--- src/rtl/pong_update_sched.sv ---
// Per-frame update sequencer: left paddle, right paddle, ball, then a collision strobe during vblank.
// Optional per-unit ack timeout is enabled by defining SCHED_TIMEOUT_EN.
module pong_update_sched #(
  parameter logic [9:0] VBLANK_LINE = 10'd480,
  parameter logic [7:0] TIMEOUT     = 8'd200
) (
  input  logic       i_clk,
  input  logic       i_rst_n,
  input  logic       i_game_en,
  input  logic [9:0] i_hcount,
  input  logic [9:0] i_vcount,
  input  logic [2:0] i_upd_ack,
  input  logic       i_clr_err,
  output logic       o_pix_en,
  output logic [2:0] o_upd_req,
  output logic       o_coll_stb,
  output logic       o_busy,
  output logic [7:0] o_frame_cnt,
  output logic [2:0] o_err,
  output logic       o_overrun
);

  typedef enum logic [2:0] {
    S_IDLE, S_REQ_L, S_REQ_R, S_REQ_BALL, S_COLLIDE, S_DONE
  } state_t;

  state_t     r_state;
  logic       r_pix_en;
  logic [2:0] r_upd_req;
  logic       r_coll_stb;
  logic       r_busy;
  logic [7:0] r_frame_cnt;
  logic       r_overrun;
  logic       r_vb_cond;
  logic       r_vtop_cond;

  logic w_vb_cond, w_vtop_cond, w_trig, w_vtop_rise;
  logic w_ack_hit, w_tmo, w_advance, w_ovr_set;

  assign w_vb_cond   = (i_vcount == VBLANK_LINE) && (i_hcount == 10'd0);
  assign w_vtop_cond = (i_vcount == 10'd0) && (i_hcount == 10'd0);
  assign w_trig      = w_vb_cond & ~r_vb_cond;
  assign w_vtop_rise = w_vtop_cond & ~r_vtop_cond;

  // r_upd_req is one-hot for the current REQ state, so it masks out acks from other units.
  assign w_ack_hit = |(i_upd_ack & r_upd_req);
  assign w_advance = w_ack_hit | w_tmo;
  assign w_ovr_set = r_busy & (w_trig | w_vtop_rise);

`ifdef SCHED_TIMEOUT_EN
  logic [7:0] r_wait;
  logic [2:0] r_err;
  assign w_tmo = (r_upd_req != 3'b000) && (r_wait == TIMEOUT - 8'd1);
  assign o_err = r_err;
`else
  assign w_tmo = 1'b0;
  assign o_err = 3'b000;
`endif

  always_ff @(posedge i_clk or negedge i_rst_n) begin
    if (!i_rst_n) begin
      r_state     <= S_IDLE;
      r_pix_en    <= 1'b0;
      r_upd_req   <= 3'b000;
      r_coll_stb  <= 1'b0;
      r_busy      <= 1'b0;
      r_frame_cnt <= 8'd0;
      r_overrun   <= 1'b0;
      r_vb_cond   <= 1'b0;
      r_vtop_cond <= 1'b0;
`ifdef SCHED_TIMEOUT_EN
      r_wait      <= 8'd0;
      r_err       <= 3'b000;
`endif
    end else begin
      r_pix_en    <= ~r_pix_en;
      r_vb_cond   <= w_vb_cond;
      r_vtop_cond <= w_vtop_cond;

      // Set beats clear when both happen in the same cycle.
      if (w_ovr_set)
        r_overrun <= 1'b1;
      else if (i_clr_err)
        r_overrun <= 1'b0;

`ifdef SCHED_TIMEOUT_EN
      r_err  <= (i_clr_err ? 3'b000 : r_err) | ({3{w_tmo & ~w_ack_hit}} & r_upd_req);
      r_wait <= r_wait + 8'd1;
`endif

      case (r_state)
        S_IDLE: begin
          if (w_trig && i_game_en) begin
            r_state   <= S_REQ_L;
            r_upd_req <= 3'b001;
            r_busy    <= 1'b1;
`ifdef SCHED_TIMEOUT_EN
            r_wait    <= 8'd0;
`endif
          end
        end
        S_REQ_L: begin
          if (w_advance) begin
            r_state   <= S_REQ_R;
            r_upd_req <= 3'b010;
`ifdef SCHED_TIMEOUT_EN
            r_wait    <= 8'd0;
`endif
          end
        end
        S_REQ_R: begin
          if (w_advance) begin
            r_state   <= S_REQ_BALL;
            r_upd_req <= 3'b100;
`ifdef SCHED_TIMEOUT_EN
            r_wait    <= 8'd0;
`endif
          end
        end
        S_REQ_BALL: begin
          if (w_advance) begin
            r_state    <= S_COLLIDE;
            r_upd_req  <= 3'b000;
            r_coll_stb <= 1'b1;
          end
        end
        S_COLLIDE: begin
          r_state    <= S_DONE;
          r_coll_stb <= 1'b0;
        end
        S_DONE: begin
          r_state     <= S_IDLE;
          r_frame_cnt <= r_frame_cnt + 8'd1;
          r_busy      <= 1'b0;
        end
        default: begin
          r_state    <= S_IDLE;
          r_upd_req  <= 3'b000;
          r_coll_stb <= 1'b0;
          r_busy     <= 1'b0;
        end
      endcase
    end
  end

  assign o_pix_en    = r_pix_en;
  assign o_upd_req   = r_upd_req;
  assign o_coll_stb  = r_coll_stb;
  assign o_busy      = r_busy;
  assign o_frame_cnt = r_frame_cnt;
  assign o_overrun   = r_overrun;

endmodule

--- config.mk ---
export PLATFORM = sky130hd
export DESIGN_NAME = pong_update_sched
export DESIGN_NICKNAME = d
export VERILOG_FILES = /design/src/rtl/pong_update_sched.sv
export SDC_FILE = /design/constraint.sdc
export NUM_CORES = 1
export LEC_CHECK = 0
export CORE_ASPECT_RATIO = 0.6
export CORE_MARGIN = 5
export CORE_UTILIZATION = 38
export DETAILED_ROUTE_END_ITERATION = 6
export PLACE_DENSITY = 0.85
export REMOVE_ABC_BUFFERS = 1
export SYNTH_ARGS = -nofsm -noshare
export SYNTH_HDL_FRONTEND = slang
export SYNTH_SLANG_ARGS = --single-unit
--- constraint.sdc ---
create_clock -name i_clk -period 4.3 [get_ports i_clk]
set_clock_uncertainty 0.15 [all_clocks]
set_input_delay 0.43 -clock i_clk [delete_from_list [all_inputs] [get_ports i_clk]]
set_output_delay 0.43 -clock i_clk [all_outputs]
set_load 0.1 [all_outputs]
==> metrics <==
status=finished, final reports clean; Fin. Hold Viols=0; PortBufs=41; area delta synth->final=48.4%; later-pin clock latency in the skew report=0.26 ns; layout cell share with drive strength beyond 1=8.15%; Yosys top cell area share=50.1%; Post-Syn Area per Cell=10.7 µm²; Worst R2R Path Depth=4; via count=884; final wirelength=2420 µm; DRT iter0 DRCs=58; setup TNS=0 ns; die span in x=76.2 µm; post-detailed-route DRC marker count=0; cell area after placement=1430 µm²; Slowest-stage cell, CP=clkdlybuf4s50_1; area occupied by multi-input gates=449 µm²; CTS Root Buffer Type=clkbuf_8; fmax=410 MHz; Worst path max stage delay=1.18 ns; period utilisation layout=56.8%; Starting Density=39.9%; r2r setup slk=2.47 ns; Slew HR=34.0%; Hold-fix buffers, CTS=0; MaxCap Viol Count=0; R2R Path End=r_state[0]; global route overflow=0; crit path cell chain=clkdlybuf4s50_1; Die ar.=3790 µm²; Synth Cell Area=998 µm²; Register Area=500 µm²; core area=2500 µm²; clock buffer depth=2; first-pass GRT wire length=3970 µm; fin crit period=2.44 ns; Worst-Margin Slew=0.987 ns; Crit Path Class=flop to primary output; RSZ-0062 raised after global routing=false; Nets=164; synth top area cells=dfrtp_1, xnor2_1, nor4_2, inv_1, nand2_1; Total GRT Usage=13.4%; CP endpoint kind=primary output; drt wl/cell=14.5 µm; CP Launch Type=flop; pwr/cell area=560 nW/µm²; Post-DRT Antenna Nets=0; Top-Level Pins=45; sequential fraction of the synthesis area=50.1%; dominant synthesized flop cell=dfrtp_1; fill count=213; synth warn=0; routability cong.=0.907; ys async rst share=100%; CTS Sinks=20; initial antenna violation count=0; Yosys reg bits=20; Final Cell Area=1480 µm²; worst reg2reg path startpoint=o_upd_req[0]; CTS tree=built; Yosys cell types=36; crit path DAT=1.86 ns; Synth Instances=93; max-slew violations=0; Lkg Pwr=0.605 nW; worst min-delay path category=flop to flop; post-synth top area cell=dfrtp_1; post-CTS sizing=0; Std-Cell Rows=14; Worst Min Path Start=o_pix_en; routed vias/inst=5.29; WHS Endpoint=o_pix_en; Post-synth EDFFs=0; # diodes=0; Clock transition at path regs=0.07 ns; level count of the clock H-tree=1; Hold Path Depth=1; DIE HEIGHT=49.7 µm; Req. time, crit path=3.72 ns; dpl hpwl=2000 µm; vias in the first global route=856; Max VDD drop=0.000215 V; # Post-CTS Setup Buffers=0; largest net degree at the start of global routing=21; number of CTS-inserted buffers=3; Final setup viols=0; Max FO, Critical Path=5; CP delay by family, top=buffers and inverters; crit path buf inv count=1; Pre-antenna DRT Iters=4
report_power, final:
part	total [W]	internal, W	switching (W)
combinational	0.000409	0.000125	0.000284
clock	0.000144	0.0000815	0.0000620
sequential	0.000277	0.000225	0.0000514
logic make-up (layout without fill, tap and decap cells):
family                     count (synthesis)  count (layout)  share of synthesized area (%)
AOI/OAI and AO/OA                         18              18                           12.9
and+or+nand+nor                           33              33                           22.4
buffers and inverters                     12              52                           5.64
muxes                                      1               1                           1.13
other                                      1               3                          0.376
DFF                                       20              20                           50.1
xor gates and xnor gates                   7               7                           6.14
adders and majority gates                  1               1                           1.25
worst max-delay path by stage:
stage,endpoint,cells after the start,start
after floorplan,r_state[0],4,o_upd_req[0]
after global placement,o_upd_req[2],5,i_vcount[2]
after detailed placement,o_upd_req[2],5,i_hcount[4]
after CTS,o_frame_cnt[0],1,o_frame_cnt[0]
after global routing,o_upd_req[1],1,o_upd_req[1]
final,o_frame_cnt[3],1,o_frame_cnt[3]
cells in the mapped netlist (all sizes together) (3+ instances only):
cell type and count:
nand2 7, o21a 3, nand4 4, xnor2 5, o21ai 3, nor4 5
nor2 4, dfrtp 20, inv 7, nand3 4, buf 3
metal layers:
metal	part of all wire, %	wire length, µm	track usage [%]	up-vias
li1	-	-	-	421
met1	39	952	15.8	419
met2	50	1200	22.0	38
met3	8.8	213	4.55	6
met4	2.0	49	6.10	0
met5	0	0	0	-
sequential cells by signal (all words and copies together), names as in the netlist:
signal and flops:
o_pix_en 1, r_state 3, o_overrun 1, o_frame_cnt 8
o_upd_req 3, r_vb_cond 1, o_busy 1, o_coll_stb 1
r_vtop_cond 1
final cells by class:
cell class	count	area share, %
Timing Repair Buffer	41	27.7
Tap cell	32	2.70
Sequential cell	20	33.8
Inverter	7	1.77
Multi-Input combinational cell	63	30.3
Clock buffer	4	3.72
metrics by stage:
step	utilization [%]	worst slack (ns)	cells	power (W)	hold slack (ns)
3_3_place_gp	56.9	1.91	163	0.000678	0.254
2_1_floorplan	-	2.20	90	0.000570	-0.0156
3_5_place_dp	56.9	1.83	163	0.000689	0.260
4_1_cts	59.1	1.85	167	0.000836	0.269
6_report	59.1	1.86	167	0.000829	0.263
5_1_grt	59.1	1.80	167	0.000877	0.308
placed cells by master (no fill, tap or decap):
| cell type | instances |
|---|---|
| mux2_2 | 1 |
| and4_1 | 1 |
| or4_4 | 1 |
| nand3_1 | 4 |
| a222oi_1 | 1 |
| o22ai_1 | 2 |
| o21a_1 | 3 |
| nor4_2 | 3 |
| clkdlybuf4s50_1 | 41 |
| nor4_1 | 1 |
| nor3_1 | 2 |
| xnor2_1 | 5 |
| inv_1 | 7 |
| nand2b_1 | 1 |
| a21oi_1 | 1 |
| and3b_1 | 1 |
| nand4_1 | 3 |
| o21ai_0 | 3 |
| a22oi_1 | 1 |
| a31o_1 | 1 |
| xor2_1 | 2 |
| ha_1 | 1 |
| or4_1 | 1 |
| nor4_4 | 1 |
| and3_1 | 1 |
| nand4_2 | 1 |
| o32ai_1 | 2 |
| a22o_1 | 1 |
| dfrtp_1 | 20 |
| a31oi_1 | 1 |
| o211ai_1 | 2 |
| nand3b_1 | 1 |
| conb_1 | 3 |
| nor2_1 | 4 |
| clkbuf_8 | 4 |
| nand2_1 | 7 |
Power figures use the tool's default switching activity.
